$ cat src/rtl/center_stream.sv
// center_stream: buffers one N_CH x N_SAMP frame and computes each channel's
// mean. It then streams every sample minus its channel mean, in input order.
// Build option: define CENTER_SAT_EN to saturate the difference to DATA_W.
// When it is undefined, the difference wraps to its DATA_W least significant bits.
module center_stream #(
  parameter int unsigned N_CH   = 8,
  parameter int unsigned N_SAMP = 8,
  parameter int unsigned DATA_W = 32,
  localparam int unsigned CH_W  = (N_CH > 1) ? $clog2(N_CH) : 1
) (
  input  logic              clk,
  input  logic              rst_n,
  input  logic              in_valid,
  output logic              in_ready,
  input  logic [DATA_W-1:0] in_data,
  output logic              out_valid,
  input  logic              out_ready,
  output logic [DATA_W-1:0] out_data,
  output logic [CH_W-1:0]   out_ch,
  output logic              out_last,
  output logic              busy
);

  localparam int unsigned SH     = $clog2(N_SAMP);
  localparam int unsigned ACC_W  = DATA_W + SH;
  localparam int unsigned TOTAL  = N_CH * N_SAMP;
  localparam int unsigned ADDR_W = $clog2(TOTAL);
  localparam int unsigned CNT_W  = ADDR_W + 1;

  typedef enum logic [1:0] {StLoad, StMean, StDrain} state_e;

  state_e                  state_q, state_d;
  logic                    rdy_q;
  logic [ADDR_W-1:0]       wr_cnt_q;
  logic [CH_W-1:0]         mean_cnt_q;
  logic [CNT_W-1:0]        rd_cnt_q;
  logic signed [ACC_W-1:0] sum_q [N_CH];
  logic [DATA_W-1:0]       mean_q [N_CH];
  logic [DATA_W-1:0]       buf_mem [TOTAL];

  // Read stage: holds the sample fetched one cycle ahead of the output register.
  logic                    rd_vld_q;
  logic [DATA_W-1:0]       rd_data_q;
  logic [CH_W-1:0]         rd_ch_q;
  logic                    rd_last_q;

  logic                    out_valid_q;
  logic [DATA_W-1:0]       out_data_q;
  logic [CH_W-1:0]         out_ch_q;
  logic                    out_last_q;

  logic                    in_fire, wr_last, mean_last, advance, issue, frame_done;
  logic [CH_W-1:0]         wr_ch;
  logic signed [ACC_W-1:0] in_ext;
  logic [DATA_W-1:0]       rd_mean, diff_res;

  // rdy_q keeps in_ready low for the first cycle after reset release.
  assign in_ready   = (state_q == StLoad) && rdy_q;
  assign in_fire    = in_valid && in_ready;
  assign wr_last    = wr_cnt_q == ADDR_W'(TOTAL - 1);
  assign wr_ch      = CH_W'(wr_cnt_q >> SH);
  assign in_ext     = {{SH{in_data[DATA_W-1]}}, in_data};
  assign mean_last  = mean_cnt_q == CH_W'(N_CH - 1);
  // Both pipeline stages move together whenever the output register can take data.
  assign advance    = (state_q == StDrain) && (!out_valid_q || out_ready);
  assign issue      = advance && (rd_cnt_q < CNT_W'(TOTAL));
  assign frame_done = (state_q == StDrain) && out_valid_q && out_ready && out_last_q;
  assign rd_mean    = mean_q[rd_ch_q];

  assign out_valid  = out_valid_q;
  assign out_data   = out_data_q;
  assign out_ch     = out_ch_q;
  assign out_last   = out_last_q;
  assign busy       = !((state_q == StLoad) && (wr_cnt_q == '0));

`ifdef CENTER_SAT_EN
  logic [DATA_W:0] diff;

  // Subtract in DATA_W+1 bits and clamp when the result leaves the DATA_W range.
  always_comb begin
    diff = {rd_data_q[DATA_W-1], rd_data_q} - {rd_mean[DATA_W-1], rd_mean};
    if (diff[DATA_W] != diff[DATA_W-1]) begin
      diff_res = diff[DATA_W] ? {1'b1, {(DATA_W-1){1'b0}}} : {1'b0, {(DATA_W-1){1'b1}}};
    end else begin
      diff_res = diff[DATA_W-1:0];
    end
  end
`else
  assign diff_res = rd_data_q - rd_mean;
`endif

  // State register.
  always_ff @(posedge clk or negedge rst_n) begin
    if (!rst_n) state_q <= StLoad;
    else        state_q <= state_d;
  end

  // Next-state logic: LOAD -> MEAN -> DRAIN -> LOAD.
  always_comb begin
    state_d = state_q;
    unique case (state_q)
      StLoad:  if (in_fire && wr_last) state_d = StMean;
      StMean:  if (mean_last) state_d = StDrain;
      StDrain: if (frame_done) state_d = StLoad;
      default: state_d = StLoad;
    endcase
  end

  // Frame buffer write; contents need no reset since each frame overwrites all entries.
  always_ff @(posedge clk) begin
    if (in_fire) buf_mem[wr_cnt_q] <= in_data;
  end

  // Load counter, per-channel sums and the one-channel-per-cycle mean computation.
  always_ff @(posedge clk or negedge rst_n) begin
    if (!rst_n) begin
      rdy_q      <= 1'b0;
      wr_cnt_q   <= '0;
      mean_cnt_q <= '0;
      for (int i = 0; i < int'(N_CH); i++) begin
        sum_q[i]  <= '0;
        mean_q[i] <= '0;
      end
    end else begin
      rdy_q <= 1'b1;
      if (in_fire) begin
        sum_q[wr_ch] <= sum_q[wr_ch] + in_ext;
        wr_cnt_q     <= wr_last ? '0 : wr_cnt_q + 1'b1;
      end
      if (state_q == StMean) begin
        // Arithmetic shift floors toward -inf; the mean always fits in DATA_W.
        mean_q[mean_cnt_q] <= DATA_W'(sum_q[mean_cnt_q] >>> SH);
        mean_cnt_q         <= mean_last ? '0 : mean_cnt_q + 1'b1;
      end
      if (frame_done) begin
        for (int i = 0; i < int'(N_CH); i++) sum_q[i] <= '0;
      end
    end
  end

  // Drain pipeline: buffer read stage feeding the registered, stallable output.
  always_ff @(posedge clk or negedge rst_n) begin
    if (!rst_n) begin
      rd_cnt_q    <= '0;
      rd_vld_q    <= 1'b0;
      rd_data_q   <= '0;
      rd_ch_q     <= '0;
      rd_last_q   <= 1'b0;
      out_valid_q <= 1'b0;
      out_data_q  <= '0;
      out_ch_q    <= '0;
      out_last_q  <= 1'b0;
    end else if (advance) begin
      out_valid_q <= rd_vld_q;
      out_data_q  <= diff_res;
      out_ch_q    <= rd_ch_q;
      out_last_q  <= rd_last_q && rd_vld_q;
      rd_vld_q    <= issue;
      if (issue) begin
        rd_data_q <= buf_mem[rd_cnt_q[ADDR_W-1:0]];
        rd_ch_q   <= CH_W'(rd_cnt_q >> SH);
        rd_last_q <= rd_cnt_q == CNT_W'(TOTAL - 1);
        rd_cnt_q  <= rd_cnt_q + 1'b1;
      end
      if (frame_done) rd_cnt_q <= '0;
    end
  end

endmodule
$ cat config.mk
export PLATFORM = sky130hd
export DESIGN_NAME = center_stream
export DESIGN_NICKNAME = d
export VERILOG_FILES = /design/src/rtl/center_stream.sv
export SDC_FILE = /design/constraint.sdc
export NUM_CORES = 2
export LEC_CHECK = 0
export ABC_CLOCK_PERIOD_IN_PS = 6200
export CAP_MARGIN = 30
export CORE_MARGIN = 2
export CORE_UTILIZATION = 43
export CTS_BUF_LIST = sky130_fd_sc_hd__clkbuf_4
export DETAILED_ROUTE_END_ITERATION = 10
export GPL_ROUTABILITY_DRIVEN = 0
export PLACE_DENSITY = 0.59
export REMOVE_ABC_BUFFERS = 1
export SLEW_MARGIN = 20
export SYNTH_ARGS = -nofsm -noshare
export SYNTH_HDL_FRONTEND = slang
export SYNTH_SLANG_ARGS = --single-unit
$ cat constraint.sdc
create_clock -name clk -period 6.2 [get_ports clk]
set_input_delay 1.24 -clock clk [delete_from_list [all_inputs] [get_ports clk]]
set_output_delay 1.24 -clock clk [all_outputs]
set_load 0.05 [all_outputs]
# --- Yosys cells after proc, flatten, opt, wreduce, memory -nomap -nowiden ---
# Memory sizes are Yosys's and may differ from the RTL's. A register that Yosys moved wholly into a read port is not among the register bits.
# Index checks and enable logic that the tools add are counted.
word_totals:
  ff_bits: 597
  mem_bits_rw: 2048
  inputBits: 36
  elab_cells: 101
  mem_count: 1
classes:
  addsub: 5
  magnitude_cmp: 6
  n_eq_ne: 8
  n_mux: 27
  n_bitwise: 3
  n_reduce_logical: 23
mem_list:
  columns: ["memory", "words", "width", "read_ports", "rd_clocked_by_memory_dff", "wr", "line_no", "source"]
  rows:
  - ["buf_mem", 64, 32, 1, 1, 1, "39", "logic [DATA_W-1:0] buf_mem [TOTAL];"]
op_table:
  columns: ["op", "n"]
  rows:
  - ["2-to-1 mux 280 bit", 2]
  - ["bitwise mux 280 bit", 1]
  - ["bitwise mux 256 bit", 1]
  - ["binary-select mux 35 bit (select 3 bit)", 2]
  - ["2-to-1 mux 35 bit", 5]
  - ["demux 35 bit (select 3 bit)", 1]
  - ["binary-select mux 32 bit (select 3 bit)", 1]
  - ["demux 32 bit (select 3 bit)", 1]
  - ["2-to-1 mux 32 bit", 3]
  - ["adder 35 x 32 -> 35 bit", 1]
  - ["subtractor 32 bit", 1]
  - ["2-to-1 mux 7 bit", 2]
  - ["greater-or-equal comparator 4 bit, second input constant", 3]
  - ["logical AND 1 bit", 12]
  - ["inverter 3 -> 4 bit", 3]
  - ["< comparator 4 x 1 -> 1 bit, second input constant", 2]
  - ["adder 7 x 1 -> 7 bit, second input constant", 1]
  - ["equality test 7 x 6 -> 1 bit, second input constant", 1]
  - ["< comparator 7 bit, second input constant", 1]
  - ["adder 6 x 1 -> 6 bit, second input constant", 1]
  - ["equality test 6 bit, second input constant", 1]
  - ["zero test 6 bit", 1]
  - ["2-to-1 mux 2 bit", 3]
  - ["2-to-1 mux 6 bit", 1]
  - ["15 further kinds", 21]

# --- Longest topological paths before layout ---
depth:
  word_depth: 8
  ltp_mapped: 19
  ltp_nobuf: 15

# --- Worst setup path before layout ---
# OpenSTA, ideal clock, no wires.
synth_timing:
  path_type: "input port to flip-flop"
  from: "input port in_valid"
  to: "memory buf_mem[50][0] (enable)"
  setup_ps: 502
  arrival_time_ps: 5389
  path_slack_ps: 310
  cell_stages: 6
  path_buffers: 3
  cell_sequence: "and3_1 -> clkbuf_1 -> nand2_1 -> clkbuf_1 -> buf_1 -> nor4_1"
synth_between:
  elab_chain_len: 3
synth_rtl:
  columns: ["item", "line_no", "source"]
  rows:
  - ["start: declaration", "13", "input logic in_valid,"]
  - ["logical AND 1 bit", "59", "assign in_fire = in_valid && in_ready;"]
  - ["2-to-1 mux 1 bit", "111", "if (in_fire) buf_mem[wr_cnt_q] <= in_data;"]
  - ["2-to-1 mux 1 bit (not written as such)", "111", null]
  - ["end: declaration", "39", null]
# Every way passes these cells.

# --- Final worst setup path ---
layout_timing:
  from: "register wr_cnt_q[3]"
  to: "register sum_q[137] in the netlist's numbering"
layout_between:
  elab_chain_len: 8
layout_rtl:
  columns: ["item", "line_no", "source"]
  rows:
  - ["start: declaration", "34", "logic [ADDR_W-1:0] wr_cnt_q;"]
  - ["start signal: assignment", "128", "wr_cnt_q <= wr_last ? '0 : wr_cnt_q + 1'b1;"]
  - ["inverter 3 -> 4 bit (not written as such) *", "127", "sum_q[wr_ch] <= sum_q[wr_ch] + in_ext;"]
  - ["binary-select mux 35 bit (select 3 bit), or another cell as far along", "127", null]
  - ["2-to-1 mux 35 bit (not written as such) or logical AND 1 bit (tied branches)", "127", null]
  - ["2-to-1 mux 35 bit (not written as such)", "127", null]
  - ["adder 35 x 32 -> 35 bit or demux 35 bit (select 3 bit) (tied branches)", "127", null]
  - ["bitwise mux 280 bit *", "127", null]
  - ["2-to-1 mux 280 bit *", "126", "if (in_fire) begin"]
  - ["2-to-1 mux 280 bit *", "135", "if (frame_done) begin"]
  - ["end signal: indexed assignment", "127", null]
  - ["end: declaration", "37", "logic signed [ACC_W-1:0] sum_q [N_CH];"]
# Every way passes the cells marked *; elsewhere a longest branch is shown, timed or not. The select of a mux whose other input is x is not followed.
# A chain may end at the register's enable or synchronous reset.

==> summary.txt <==
Clocking
  – Hold-fix buffers, CTS: 1
  – Clk sinks: between 2k and 3k
  – Clk Latency, worst-skew pair: 1.36 ns
  – H-tree depth: 6
  – Number of CTS-inserted buffers: 686
  – Setup bufs post-CTS: 0
  – CTS tree: yes
  – Clock slew at reported path FFs: 0.06 ns
  – Clock tree buffer depth: 4
  – CTS root buffer: clkbuf_4
  – Resized Gates After CTS: 0

Critical path
  – Slowest stage cell, crit path: and2_1
  – RR Endpoint: sum_q[137]$_DFFE_PN0P_
  – Arrival @ worst endpoint: 6.11 ns
  – CP Cell Sequence: buf_4 > nor2b_1 > and2_1 > buf_4 > a22o_1 > a221oi_1 > nand3_1 > ha_1 > nand2_1 > nor3_1 > nand2_1 > a31oi_1 > o21ai_2 > o31ai_2 > a31oi_1 > xor2_1 > o21ai_0
  – R2R setup slack: 1.19 ns
  – Reg2Reg Depth: 17
  – R2R Path Start: wr_cnt_q[3]$_DFFE_PN0P_
  – CP max FO: 21
  – CP startpoint kind: flip-flop
  – Max stage delay on crit path: 0.60 ns
  – Crit. End Element: flip-flop
  – Worst Path Required: 7.30 ns
  – Worst setup path class: flip-flop to flip-flop

Detailed routing
  – Final wirelength: roughly 320000 um
  – Vias per inst: 6.03
  – Routed Antenna Nets: 0
  – WL per Instance: slightly below 30 um
  – DRC viols: 0
  – TritonRoute pass-1 iters: 6
  – Iteration-0 DRC count of the detailed router: 7595
  – Vias post-DR: ~66k

Timing
  – Fin. Hold Viols: 0
  – Final Max Slew Viols: 0
  – Maximum clock rate: 200 MHz
  – Tmin final: 5.01 ns
  – Fin crit share: 80.8%
  – Worst Skew: 0.138 ns
  – Unrepaired setup endpoints after global routing: no
  – Final setup margin: 1.19 ns
  – Max-slew headroom: 28.1%
  – Final setup vio count: 0
  – Worst-Margin Slew: 1.07 ns

Outcome
  – Status: finished, final reports clean

Logic synthesis
  – Async set-reset flop share out of synthesis: 23.5%
  – Register area share after synthesis: a little over two thirds
  – Post-synth design cell area: 110000 um2
  – Top FF cell, synth: edfxtp_1
  – Synth Area per Inst: ~17 um2
  – Post-synth top cells: edfxtp_1 (2048), dfrtp_1 (629), mux4_2 (600), o21ai_0 (447), nand2_1 (338)
  – Number of flops mapped to enable cells by yosys: 2048
  – Synth unique cells: 76
  – Synth Instances: 6491
  – Number of synthesized register bits: 2677
  – Cell with the most instances after synthesis: edfxtp_1
  – Top cells by area, synth: edfxtp_1 (56%), dfrtp_1 (14%), mux4_2 (12%), mux2i_1 (2.6%), o21ai_0 (2.0%)
  – YS warnings: 0
  – Share of the synthesized area in the top cell type: 56.0%
  – Area leader, netlist: edfxtp_1

Layout
  – Final core utilization: between 40% and 50%
  – Final net count: 7172
  – Fillers: 21.5k
  – Area Overhead vs Synth: 13.1%
  – Ratio of cells with drive above 1 in the final layout: 28.3%

GRT
  – Tot GR Track Use: 24.9%
  – Vias in the first global route: 65.9k
  – First-pass GRT wire length: ~470000 um
  – Antenna violations before repair: 33
  – Total gr overflow: 0
  – Largest net degree at the start of global routing: between 150 and 200

Placed design
  – Place WS: 1.27 ns
  – Port bufs: 74
  – Post-DP HPWL: between 150000 and 200000 um

Floorplan
  – Io pins: 75
  – Initial Util: 43.2%
  – Die area: about 260000 um2
  – CORE AREA: 254000 um2
  – Die outline width: roughly 500 um
  – Cell row count: 185
  – Die Height: 509 um

Power
  – Worst ir drop on vdd: 0.000307 V
  – Pwr dens: 407 nW/um2
  – Leakage power: roughly 0.044 uW
  – Cell internal pwr: 33400 uW
  – P_sw: 17200 uW
  – Gate power share: 29.7%
  – Clk pwr share: about 30%
  – Switching share of power: between 30% and 40%
  – Seq pwr share: around two fifths

Min path
  – Hold Path End: buf_mem[40][28]$_DFFE_PP_
  – Hold depth: 1
  – Hold wc startpoint: in_data[28]
  – Worst Hold Class: input port to flip-flop

Run
  – MaxCap Viol Count: 0
## placed cells by master (no fill, tap or decap), types with 42 or more instances in the layout
master and instances:
mux2i_1 287, o21ai_0 446, nand2_1 328, nand3_1 302, o22ai_1 62, ha_1 70
edfxtp_1 2048, a21oi_1 285, nor2_4 60, mux4_2 600, clkbuf_4 1040, dfrtp_1 617
nor2_1 191, clkinv_1 86, buf_4 230, o221ai_1 111, a211oi_1 42, a22oi_1 92
## kinds of logic after synthesis
kind of cell               synth area share [%]
DFF                                        70.3
buffers and inverters                      1.81
other                                   0.00341
and+or+nand+nor                            4.18
adders and majority gates                 0.834
muxes                                      15.2
xor gates and xnor gates                  0.508
AOI/OAI and AO/OA                          7.14
## routing by layer
layer / share of wire, % / wire, um / GRT usage (%) / vias up
met4: 3.8 / 12200 / 9.59 / 12
met3: 8.5 / 27700 / 4.84 / 577
met5: 0.027 / 87 / 0 / -
li1: - / - / - / 27700
met1: 41 / 133000 / 34.6 / 34400
met2: 47 / 151000 / 39.0 / 3208
## registers in the layout, summed over array words and instances (netlist names)
signal,cells
out_ch,3
sum_q,280
rd_ch_q,3
out_valid,1
out_data,32
rd_data_q,32
rdy_q,1
state_q,2
rd_last_q,1
buf_mem,2048
rd_vld_q,1
rd_cnt_q,7
mean_q,256
wr_cnt_q,6
out_last,1
mean_cnt_q,3
## stage by stage
step / std cells / instance area [um2] / hold WS, ns / TNS (ns) / power (uW)
2_1_floorplan: 6040 / 108000 / 0.445 / -1390.38 / 29300
6_report: 10900 / 124000 / 0.323 / 0 / 50600
5_1_grt: 10900 / 124000 / 0.230 / 0 / 52600
3_5_place_dp: 9732 / 115000 / 0.465 / 0 / 35800
3_3_place_gp: 9708 / 115000 / 0.456 / 0 / 35600
4_1_cts: 10900 / 124000 / 0.208 / 0 / 51000
## power by group through the flow
stage / Clock (uW) / Sequential, uW / Combinational [uW]
floorplan: 0 / 21500 / 7820
global placement: 0 / 20800 / 14900
detailed placement: 0 / 20800 / 15000
CTS: 15500 / 20400 / 15100
global route: 16400 / 20400 / 15800
finish: 15200 / 20400 / 15100
## final cells by class
| type | count | area, um2 | share of cell area, % |
|---|---|---|---|
| clock inverters | 136 | 881 | 0.709 |
| multi-input cells | 3344 | 31200 | 25.1 |
| well taps | 3366 | 4210 | 3.39 |
| diodes | 13 | 32.5 | 0.0262 |
| clock buffers | 1037 | 7780 | 6.27 |
| flip-flops and latches | 2677 | 77300 | 62.2 |
| repair buffers | 336 | 2810 | 2.26 |
| inverters | 19 | 78.8 | 0.0634 |
## critical path: cells and delay by family (launching register included)
family | cells | cell delay (ns)
simple gates | 6 | 1.62
compound gates | 7 | 1.47
buf+inv | 2 | 0.77
xor+xnor | 1 | 0.45
flops | 1 | 0.32
fa+ha+maj | 1 | 0.25
## worst max-delay path by stage
| stage | from | endpoint | slack, ns | depth (start not counted) |
|---|---|---|---|---|
| final | wr_cnt_q[3]$_DFFE_PN0P_ | sum_q[137]$_DFFE_PN0P_ | 1.19 | 17 |
| after global routing | wr_cnt_q[3]$_DFFE_PN0P_ | sum_q[172]$_DFFE_PN0P_ | 0.76 | 17 |
| after CTS | wr_cnt_q[5]$_DFFE_PN0P_ | busy | 0.91 | 4 |
| after detailed placement | wr_cnt_q[3]$_DFFE_PN0P_ | sum_q[137]$_DFFE_PN0P_ | 1.27 | 17 |
| after global placement | wr_cnt_q[3]$_DFFE_PN0P_ | sum_q[93]$_DFFE_PN0P_ | 1.41 | 16 |
| after floorplan | rd_cnt_q[0]$_DFFE_PN0P_ | rd_cnt_q[5]$_DFFE_PN0P_ | -18.27 | 3 |
No activity file was read; power rests on OpenSTA's default activity.
